<file path="src/rtl/bresenham_line_engine.sv">
// Bresenham line rasteriser: one captured segment in, one pixel write per accepted cycle out.
// Optional BLA_PIXEL_READY_EN adds a pix_ready handshake that stalls the walk.
module bresenham_line_engine #(
  parameter int COORD_W = 8
) (
  input  logic               clk,
  input  logic               n_rst,
  input  logic               draw_en,
  input  logic [COORD_W-1:0] x0,
  input  logic [COORD_W-1:0] y0,
  input  logic [COORD_W-1:0] x1,
  input  logic [COORD_W-1:0] y1,
`ifdef BLA_PIXEL_READY_EN
  input  logic               pix_ready,
`endif
  output logic               pix_wr,
  output logic [COORD_W-1:0] pix_x,
  output logic [COORD_W-1:0] pix_y,
  output logic               busy,
  output logic               draw_done
);

  localparam int DW = COORD_W + 1;
  localparam int EW = COORD_W + 3;

  typedef enum logic [1:0] {IDLE = 2'd0, LOAD = 2'd1, DRAW = 2'd2, DONE = 2'd3} state_t;

  state_t                state_r, next_state_s;
  logic [COORD_W-1:0]    x0_r, y0_r, x1_r, y1_r;
  logic [COORD_W-1:0]    cur_x_r, cur_y_r;
  logic signed [DW-1:0]  dx_r, dy_r;
  logic signed [EW-1:0]  err_r;
  logic                  sx_neg_r, sy_neg_r;

  logic [DW-1:0]         adx_s, ady_s;
  logic signed [EW-1:0]  err_load_s, dx_ext_s, dy_ext_s, e2_s, err_next_s;
  logic                  step_x_s, step_y_s, at_end_s, accept_s;
  logic [COORD_W-1:0]    cur_x_next_s, cur_y_next_s;

`ifdef BLA_PIXEL_READY_EN
  assign accept_s = pix_ready;
`else
  assign accept_s = 1'b1;
`endif

  assign at_end_s = (cur_x_r == x1_r) && (cur_y_r == y1_r);
  assign pix_x    = cur_x_r;
  assign pix_y    = cur_y_r;

  // Next-state decode; a dropped draw_en aborts from any non-idle state.
  always_comb begin
    next_state_s = state_r;
    case (state_r)
      IDLE: begin
        if (draw_en) next_state_s = LOAD;
        else         next_state_s = IDLE;
      end
      LOAD: begin
        if (draw_en) next_state_s = DRAW;
        else         next_state_s = IDLE;
      end
      DRAW: begin
        if (!draw_en)                 next_state_s = IDLE;
        else if (at_end_s && accept_s) next_state_s = DONE;
        else                          next_state_s = DRAW;
      end
      DONE: begin
        if (draw_en) next_state_s = DONE;
        else         next_state_s = IDLE;
      end
      default: next_state_s = IDLE;
    endcase
  end

  // Segment setup terms and one Bresenham step; both axis tests share the same e2.
  always_comb begin
    adx_s = {DW{1'b0}};
    ady_s = {DW{1'b0}};
    if (x1_r >= x0_r) adx_s = {1'b0, x1_r} - {1'b0, x0_r};
    else              adx_s = {1'b0, x0_r} - {1'b0, x1_r};
    if (y1_r >= y0_r) ady_s = {1'b0, y1_r} - {1'b0, y0_r};
    else              ady_s = {1'b0, y0_r} - {1'b0, y1_r};
    err_load_s = $signed({2'b00, adx_s}) - $signed({2'b00, ady_s});

    dx_ext_s = {{(EW-DW){dx_r[DW-1]}}, dx_r};
    dy_ext_s = {{(EW-DW){dy_r[DW-1]}}, dy_r};
    e2_s     = {err_r[EW-2:0], 1'b0};
    step_x_s = (e2_s >= dy_ext_s);
    step_y_s = (e2_s <= dx_ext_s);

    err_next_s = err_r;
    if (step_x_s) err_next_s = err_next_s + dy_ext_s;
    else          err_next_s = err_next_s;
    if (step_y_s) err_next_s = err_next_s + dx_ext_s;
    else          err_next_s = err_next_s;

    cur_x_next_s = cur_x_r;
    cur_y_next_s = cur_y_r;
    if (step_x_s) cur_x_next_s = sx_neg_r ? (cur_x_r - COORD_W'(1)) : (cur_x_r + COORD_W'(1));
    else          cur_x_next_s = cur_x_r;
    if (step_y_s) cur_y_next_s = sy_neg_r ? (cur_y_r - COORD_W'(1)) : (cur_y_r + COORD_W'(1));
    else          cur_y_next_s = cur_y_r;
  end

  // State register and status outputs, decoded from the next state so they line up with it.
  always_ff @(posedge clk or negedge n_rst) begin
    if (!n_rst) begin
      state_r   <= IDLE;
      pix_wr    <= 1'b0;
      busy      <= 1'b0;
      draw_done <= 1'b0;
    end else begin
      state_r   <= next_state_s;
      pix_wr    <= (next_state_s == DRAW);
      busy      <= (next_state_s == LOAD) || (next_state_s == DRAW);
      draw_done <= (next_state_s == DONE);
    end
  end

  // Endpoint capture, setup, and the walk itself; cur only moves on an accepted pixel.
  always_ff @(posedge clk or negedge n_rst) begin
    if (!n_rst) begin
      x0_r     <= {COORD_W{1'b0}};
      y0_r     <= {COORD_W{1'b0}};
      x1_r     <= {COORD_W{1'b0}};
      y1_r     <= {COORD_W{1'b0}};
      cur_x_r  <= {COORD_W{1'b0}};
      cur_y_r  <= {COORD_W{1'b0}};
      dx_r     <= {DW{1'b0}};
      dy_r     <= {DW{1'b0}};
      err_r    <= {EW{1'b0}};
      sx_neg_r <= 1'b0;
      sy_neg_r <= 1'b0;
    end else begin
      case (state_r)
        IDLE: begin
          if (draw_en) begin
            x0_r <= x0;
            y0_r <= y0;
            x1_r <= x1;
            y1_r <= y1;
          end
        end
        LOAD: begin
          dx_r     <= $signed(adx_s);
          dy_r     <= -$signed(ady_s);
          err_r    <= err_load_s;
          sx_neg_r <= (x1_r < x0_r);
          sy_neg_r <= (y1_r < y0_r);
          cur_x_r  <= x0_r;
          cur_y_r  <= y0_r;
        end
        DRAW: begin
          if (accept_s && !at_end_s) begin
            err_r   <= err_next_s;
            cur_x_r <= cur_x_next_s;
            cur_y_r <= cur_y_next_s;
          end
        end
        default: begin
          err_r <= err_r;
        end
      endcase
    end
  end

endmodule

</file>
<file path="config.mk">
export PLATFORM = sky130hd
export DESIGN_NAME = bresenham_line_engine
export DESIGN_NICKNAME = d
export VERILOG_FILES = /design/src/rtl/bresenham_line_engine.sv
export SDC_FILE = /design/constraint.sdc
export NUM_CORES = 1
export LEC_CHECK = 0
export CORE_UTILIZATION = 57
export CTS_BUF_LIST = sky130_fd_sc_hd__clkbuf_2 sky130_fd_sc_hd__clkbuf_4 sky130_fd_sc_hd__clkbuf_8
export DETAILED_ROUTE_END_ITERATION = 8
export PLACE_DENSITY = 0.78
export SYNTH_ARGS = -nofsm -noshare
export SYNTH_HDL_FRONTEND = slang
export SYNTH_SLANG_ARGS = --single-unit
</file>
<file path="constraint.sdc">
create_clock -name clk -period 11.05 [get_ports clk]
set_input_delay 2.21 -clock clk [delete_from_list [all_inputs] [get_ports clk]]
set_output_delay 2.21 -clock clk [all_outputs]
set_load 0.01 [all_outputs]
</file>
==> impl_results.md, run 1 <==
- Status: completed
- Fin. max-slew vios: 0
- Nets@finish: 1041
- Share of layout cells above drive strength 1: 5.95%
- H-tree depth: 3
- Final Setup Violations: 0
- Vias in the first global route: 6329
- Max transition margin: 28.7%
- Sink Count: 83
- Setup CP Type: flop to flop
- Crit share post-route: 40.9%
- Async S/R FF share, synth: 100%
- Area share of fa/ha/maj cells after synthesis: 18.6%
- Critical path arrival: 4.74 ns
- Die width: 115 µm
- Worst-Skew Late Latency: 0.38 ns
- Fill cells: 1030
- YS warnings: 0
- Simple-gate area share of the yosys netlist: 15.5%
- EDFF count, synth: 0
- Clock root cell: clkbuf_8
- RSZ-0062 raised after global routing: false
- Worst setup EP type: flop
- Die area: 13300 µm²
- Syn nets: 996
- Die Ht: 115 µm
- Max-Cap Viols: 0
- CTS Hold Bufs: 0
- CTS Buffer Depth: 2
- Register area share after synthesis: 28.4%
- Yosys reg bits: 83
- XOR/XNOR Fraction of Synth Area: 7.63%
- Tightest Pin Transition: 1.07 ns
- CP top delay family: compound AO/OA/AOI/OAI gates
- Fin Setup TNS: 0 ns
- DP Wirelength: 14500 µm
- Initial DRC Count: 535
- Initial Util: 59.6%
- Post-CTS Setup Bufs: 0
- Core area: 12300 µm²
- Most frequent cells in the layout: 94 x ha_1, 91 x o21ai_0, 86 x inv_1
- Slowest CP cell: o41ai_1
- Mux contribution to synthesized area: 4.08%
- First-pass GRT wire length: 30300 µm
- Total number of vias: 6346
- CTS tree: done
- Post-DR vias/cell: 5.90
- Largest family of logic cells by synthesized area: compound AO/OA/AOI/OAI gates
- CTS buffer count: 9
- Initial antenna violation count: 0
- CP startpoint kind: flop
- Grt ovf: 0
- Iteration count of the initial detailed-routing pass: 5
- Post-CTS Resized: 0
- Final Hold Vio Count: 0
- CP Max Fanout: 5
- Crit path time final: 4.51 ns
- Multi-input gate area: 4790 µm²
- Synth Area in Compound Gates: 19.7%
- Hold slack: 0.532 ns
- Post-route DRC: 0
- Routed length per placed instance: 17.2 µm
- Commonest non-fill, non-tap cell in the layout: ha_1
- N_diodes: 0
- CP Data Required Time: 11.27 ns
- Clock skew: 0.0182 ns
- Maximum clock frequency: 0.222 GHz
- Cell-by-cell trace of the critical path: inv_1 > ha_1 > nor2b_1 > o21ai_0 > a21oi_1 > o21ai_0 > nand2_1 > mux2_2 > o311ai_0 > nor2_1 > ha_1 > o41ai_1 > xnor2_1 > nor2_1 > nor3_1 > o22ai_1
- Pin count of the biggest net entering global routing: 84
- Mapped Area: 7300 µm²
- Antenna Nets Post-Route: 0
- Worst-path clk slew: 0.09 ns
- Routed WL: 18500 µm
- Row cnt: 40
- HP Class: flop to flop
- Area Growth Syn to Fin: 11.5%
- Post-Synthesis Cells: 858
- Mean area per synthesized cell: 8.51 µm²
- Post-synth cell types: 68
- Crit path buffers/inverters: 1
- Port Buffer Count: 53
- GRT Util Overall: 29.6%
- Ys flop type: dfrtp_1
- Global placement routability congestion: 0.904
- Largest stage delay on the critical path: 0.61 ns
- FF+latch area: 2080 µm²
- Io pins: 54
==> through the flow <==
step	cells	utilization, %	area [µm²]	setup WS, ns
floorplan	858	-	7300	7.23
global placement	1060	65.0	7970	6.90
detailed placement	1060	65.0	7970	6.65
CTS	1076	66.4	8140	6.62
global route	1076	66.4	8140	6.17
finish	1076	66.4	8140	6.54
==> worst paths after layout <==
| kind | from | slack, ns | endpoint | cells past startpoint |
|---|---|---|---|---|
| max | x0_r[1]$_DFFE_PN0P_ | 6.54 | err_r[7]$_DFFE_PN0P_ | 16 |
| max in group asynchronous | n_rst | 8.33 | y1_r[6]$_DFFE_PN0P_ | 1 |
| min in group asynchronous | n_rst | 2.01 | pix_x[6]$_DFFE_PN0P_ | 1 |
| max reg2reg | x0_r[1]$_DFFE_PN0P_ | 6.54 | err_r[7]$_DFFE_PN0P_ | 16 |
| min reg2reg | dy_r[2]$_DFFE_PN0P_ | 0.53 | dy_r[2]$_DFFE_PN0P_ | 2 |
| min | dy_r[2]$_DFFE_PN0P_ | 0.53 | dy_r[2]$_DFFE_PN0P_ | 2 |
==> sequential cells by signal (all words and copies together), names as in the netlist, 2 cells and up <==
| register | flops |
|---|---|
| y0_r | 8 |
| y1_r | 8 |
| pix_y | 8 |
| state_r | 2 |
| x1_r | 8 |
| x0_r | 8 |
| dy_r | 9 |
| pix_x | 8 |
| err_r | 10 |
| dx_r | 9 |
==> cells in the mapped netlist (all sizes together), types with 6 or more instances <==
| master | instances | area [µm²] |
|---|---|---|
| ha | 94 | 1180 |
| o21ai | 92 | 460 |
| inv | 86 | 323 |
| nand2 | 85 | 327 |
| dfrtp | 83 | 2080 |
| a21oi | 57 | 289 |
| nor2 | 56 | 210 |
| xnor2 | 49 | 444 |
| nand3 | 19 | 100 |
| nor3 | 19 | 95.1 |
| clkbuf | 17 | 63.8 |
| mux2 | 14 | 158 |
| mux2i | 14 | 140 |
| nor2b | 14 | 87.6 |
| a21o | 13 | 98.9 |
| xor2 | 12 | 113 |
| a31oi | 9 | 71.3 |
| fa | 9 | 180 |
| nand4 | 9 | 56.3 |
| o21bai | 9 | 67.6 |
| nand2b | 8 | 50.1 |
| a211oi | 7 | 52.6 |
| buf | 7 | 52.6 |
| o31ai | 7 | 57.6 |
| or3 | 7 | 43.8 |
| o211ai | 6 | 58.8 |
==> layer usage <==
metal	GRT usage, %	up-vias	wire length, µm
met5	0	-	0
met4	11.5	0	504
met3	4.59	43	909
met2	49.8	209	8720
met1	38.4	3009	8410
li1	-	3085	-
==> kinds of logic (layout without fill, tap and decap cells) <==
group | after synthesis | count (layout)
adder cells (fa/ha/maj) | 103 | 103
buffers and inverters | 110 | 160
flip-flops | 83 | 83
XOR/XNOR | 61 | 61
AND/OR/NAND/NOR | 239 | 239
multiplexers | 28 | 28
AO/OA/AOI/OAI | 234 | 234
==> cell type report <==
type	instances	area share (%)
well taps	168	2.58
multi-input cells	665	58.8
flip-flops and latches	83	25.5
clock inverters	6	0.476
clock buffers	10	1.69
repair buffers	58	6.95
inverters	86	3.96
==> worst reg2reg max path, stage by stage (launching register included) <==
cell	delay, ns
dfrtp_1	0.44
inv_1	0.13
ha_1	0.34
nor2b_1	0.13
o21ai_0	0.23
a21oi_1	0.15
o21ai_0	0.31
nand2_1	0.23
mux2_2	0.35
o311ai_0	0.48
nor2_1	0.12
ha_1	0.28
o41ai_1	0.61
xnor2_1	0.18
nor2_1	0.05
nor3_1	0.23
o22ai_1	0.10
Power of run 1 is not shown: default switching activity piles up to over one toggle a cycle in this logic, so the estimate is an artifact.
==> run 2: changes to the inputs <==
==> constraint.sdc (replaced) <==
create_clock -name clk -period 4.2 [get_ports clk]
set_input_delay 0.84 -clock clk [delete_from_list [all_inputs] [get_ports clk]]
set_output_delay 0.84 -clock clk [all_outputs]
set_load 0.01 [all_outputs]
==> impl_results.md, run 2 (same netlist as run 1, synthesis figures left out) <==
- Multi-input gate area: 4840 µm² (was 4790 µm²)
- Routed WL: 18600 µm (was 18500 µm)
- Status: completed (unchanged)
- Global placement routability congestion: 0.893 (was 0.904)
- Tightest Pin Transition: 1.06 ns (was 1.07 ns)
- Fill cells: 1007 (was 1030)
- Crit path time final: 3.96 ns (was 4.51 ns)
- Wl on met1: 8690 µm (was 8410 µm)
- Sink Count: 83 (unchanged)
- CTS tree: done (unchanged)
- Share of layout cells above drive strength 1: 8.33% (was 5.95%)
- Antenna Nets Post-Route: 0 (unchanged)
- Worst-Skew Late Latency: 0.36 ns (was 0.38 ns)
- Initial DRC Count: 475 (was 535)
- Final Setup Violations: 0 (unchanged)
- Core area: 12300 µm² (unchanged)
- Clock skew: 0.00862 ns (was 0.0182 ns)
- Cell Count, Final, Fillers Out: 1092 (was 1076)
- H-tree depth: 3 (unchanged)
- HP Class: flop to flop (unchanged)
- Vias in the first global route: 6353 (was 6329)
- CTS Hold Bufs: 0 (unchanged)
- Worst hold path endpoint: dy_r[2]$_DFFE_PN0P_ (unchanged)
- Nets@finish: 1058 (was 1041)
- Routed length per placed instance: 17.0 µm (was 17.2 µm)
- Worst-path clk slew: 0.08 ns (was 0.09 ns)
- Final Hold Vio Count: 0 (unchanged)
- Crit path launch: x0_r[1]$_DFFE_PN0P_ (unchanged)
- CP Max Fanout: 5 (unchanged)
- Max-Cap Viols: 0 (unchanged)
- Reg-to-reg slack, setup: 0.24 ns (was 6.54 ns)
- Die Ht: 115 µm (unchanged)
- Top reg by flops: err_r (unchanged)
- Critical path arrival: 4.20 ns (was 4.74 ns)
- Setup CP Type: flop to flop (unchanged)
- Fin Setup TNS: 0 ns (unchanged)
- Area Growth Syn to Fin: 14.5% (was 11.5%)
- Post-route DRC: 0 (unchanged)
- Max Used Layer: met4 (unchanged)
- Largest register FFs: 10 (unchanged)
- CTS buffer count: 9 (unchanged)
- FF-to-FF Start: x0_r[1]$_DFFE_PN0P_ (unchanged)
- Final worst setup slack: 0.244 ns (was 6.54 ns)
- Crit share post-route: 94.2% (was 40.9%)
- Met3 Wirelength: 753 µm (was 909 µm)
- Die area: 13300 µm² (unchanged)
- Iteration count of the initial detailed-routing pass: 5 (unchanged)
- Port Buffer Count: 53 (unchanged)
- Post-DR vias/cell: 5.85 (was 5.90)
- Placed insts: 1074 (was 1060)
- CTS Buffer Depth: 2 (unchanged)
- Maximum clock frequency: 0.253 GHz (was 0.222 GHz)
- Fin. max-slew vios: 0 (unchanged)
- Initial antenna violation count: 0 (unchanged)
- Hold Path Origin: dy_r[2]$_DFFE_PN0P_ (unchanged)
- Worst setup EP type: flop (unchanged)
- DP Wirelength: 14600 µm (was 14500 µm)
- Worst slack at placement: -0.0248 ns (was 6.65 ns)
- GRT Util Overall: 29.9% (was 29.6%)
- Pin count of the biggest net entering global routing: 84 (unchanged)
- CP startpoint kind: flop (unchanged)
- Row cnt: 40 (unchanged)
- CP Data Required Time: 4.44 ns (was 11.27 ns)
- Initial Util: 59.6% (unchanged)
- Clock root cell: clkbuf_8 (unchanged)
- Most frequent cells in the layout: 94 x ha_1, 86 x inv_1, 86 x o21ai_0 (was 94 x ha_1, 91 x o21ai_0, 86 x inv_1)
- Grt ovf: 0 (unchanged)
- Die width: 115 µm (unchanged)
- R2R depth: 18 (was 16)
- Io pins: 54 (unchanged)
- Commonest non-fill, non-tap cell in the layout: ha_1 (unchanged)
- Largest regs: err_r: 10 flops, dx_r: 9 flops, dy_r: 9 flops (unchanged)
- Total number of vias: 6389 (was 6346)
- Max transition margin: 29.4% (was 28.7%)
- First-pass GRT wire length: 30800 µm (was 30300 µm)
- Crit Reg-Reg Endpoint: err_r[8]$_DFFE_PN0P_ (was err_r[7]$_DFFE_PN0P_)
- Met2 Wirelength: 8630 µm (was 8720 µm)
- N_diodes: 0 (unchanged)
- Hold Crit Depth: 2 (unchanged)
- FF+latch area: 2080 µm² (unchanged)
- RSZ-0062 raised after global routing: true (was false)
[run 2: changes by cell type in the layout (fill, tap and decap cells not counted), sizes merged]
| cell | previous run | this run |
|---|---|---|
| buf | 6 | 23 |
| bufinv | 0 | 2 |
| clkbuf | 10 | 13 |
| clkinv | 3 | 0 |
| clkinvlp | 2 | 0 |
| inv | 87 | 86 |
[run 2: repair_timing]
action                     4_1_cts  5_1_grt
setup endpoints to repair        2        4
buffers inserted                 0        3
gates resized for setup          1       14
hold endpoints to repair         0        0
pin swaps                        0        2
[run 2: final cells by class]
| type | instances | area share (%) |
|---|---|---|
| Clock inverter | 2 | 0.718 |
| Inverter | 86 | 3.86 |
| Timing Repair Buffer | 75 | 8.29 |
| Tap cell | 168 | 2.51 |
| Clock buffer | 13 | 1.92 |
| Sequential cell | 83 | 24.8 |
| Multi-Input combinational cell | 665 | 57.9 |
[run 2: worst max-delay path, cell delays in order, from the launching register on]
cell and delay (ns):
dfrtp_1 0.43, inv_1 0.12, ha_1 0.34, nor2b_1 0.14, o21ai_1 0.22, a21oi_2 0.11, o21a_1 0.26, nor2_4 0.20
mux2i_1 0.12, buf_4 0.15, fa_1 0.43, nor2b_1 0.16, o21ai_1 0.10, a21oi_1 0.22, o21ai_0 0.13, a21oi_1 0.17
xnor2_1 0.13, nor2_1 0.05, o32a_1 0.36
[run 2: through the flow]
step / hold WS (ns) / instance area (µm²) / util (%)
global route: 0.574 / 8360 / 68.2
detailed placement: 0.527 / 8070 / 65.8
floorplan: 0.466 / 7300 / -
finish: 0.537 / 8360 / 68.2
global placement: 0.511 / 8070 / 65.8
CTS: 0.545 / 8300 / 67.7
[run 2: layer usage]
layer | global-route usage (%) | up-vias
met5 | 0 | -
met4 | 12.8 | 0
met3 | 3.69 | 40
met2 | 49.4 | 187
met1 | 39.8 | 3028
li1 | - | 3134
[run 2: worst max-delay path by stage]
stage                                end  slack (ns)
finish              err_r[8]$_DFFE_PN0P_        0.24
global route        err_r[7]$_DFFE_PN0P_       -0.05
CTS                 err_r[8]$_DFFE_PN0P_        0.05
detailed placement  err_r[7]$_DFFE_PN0P_       -0.02
global placement    err_r[7]$_DFFE_PN0P_        0.20
floorplan           err_r[9]$_DFFE_PN0P_        0.38
Power of run 2 is left out for the same reason.
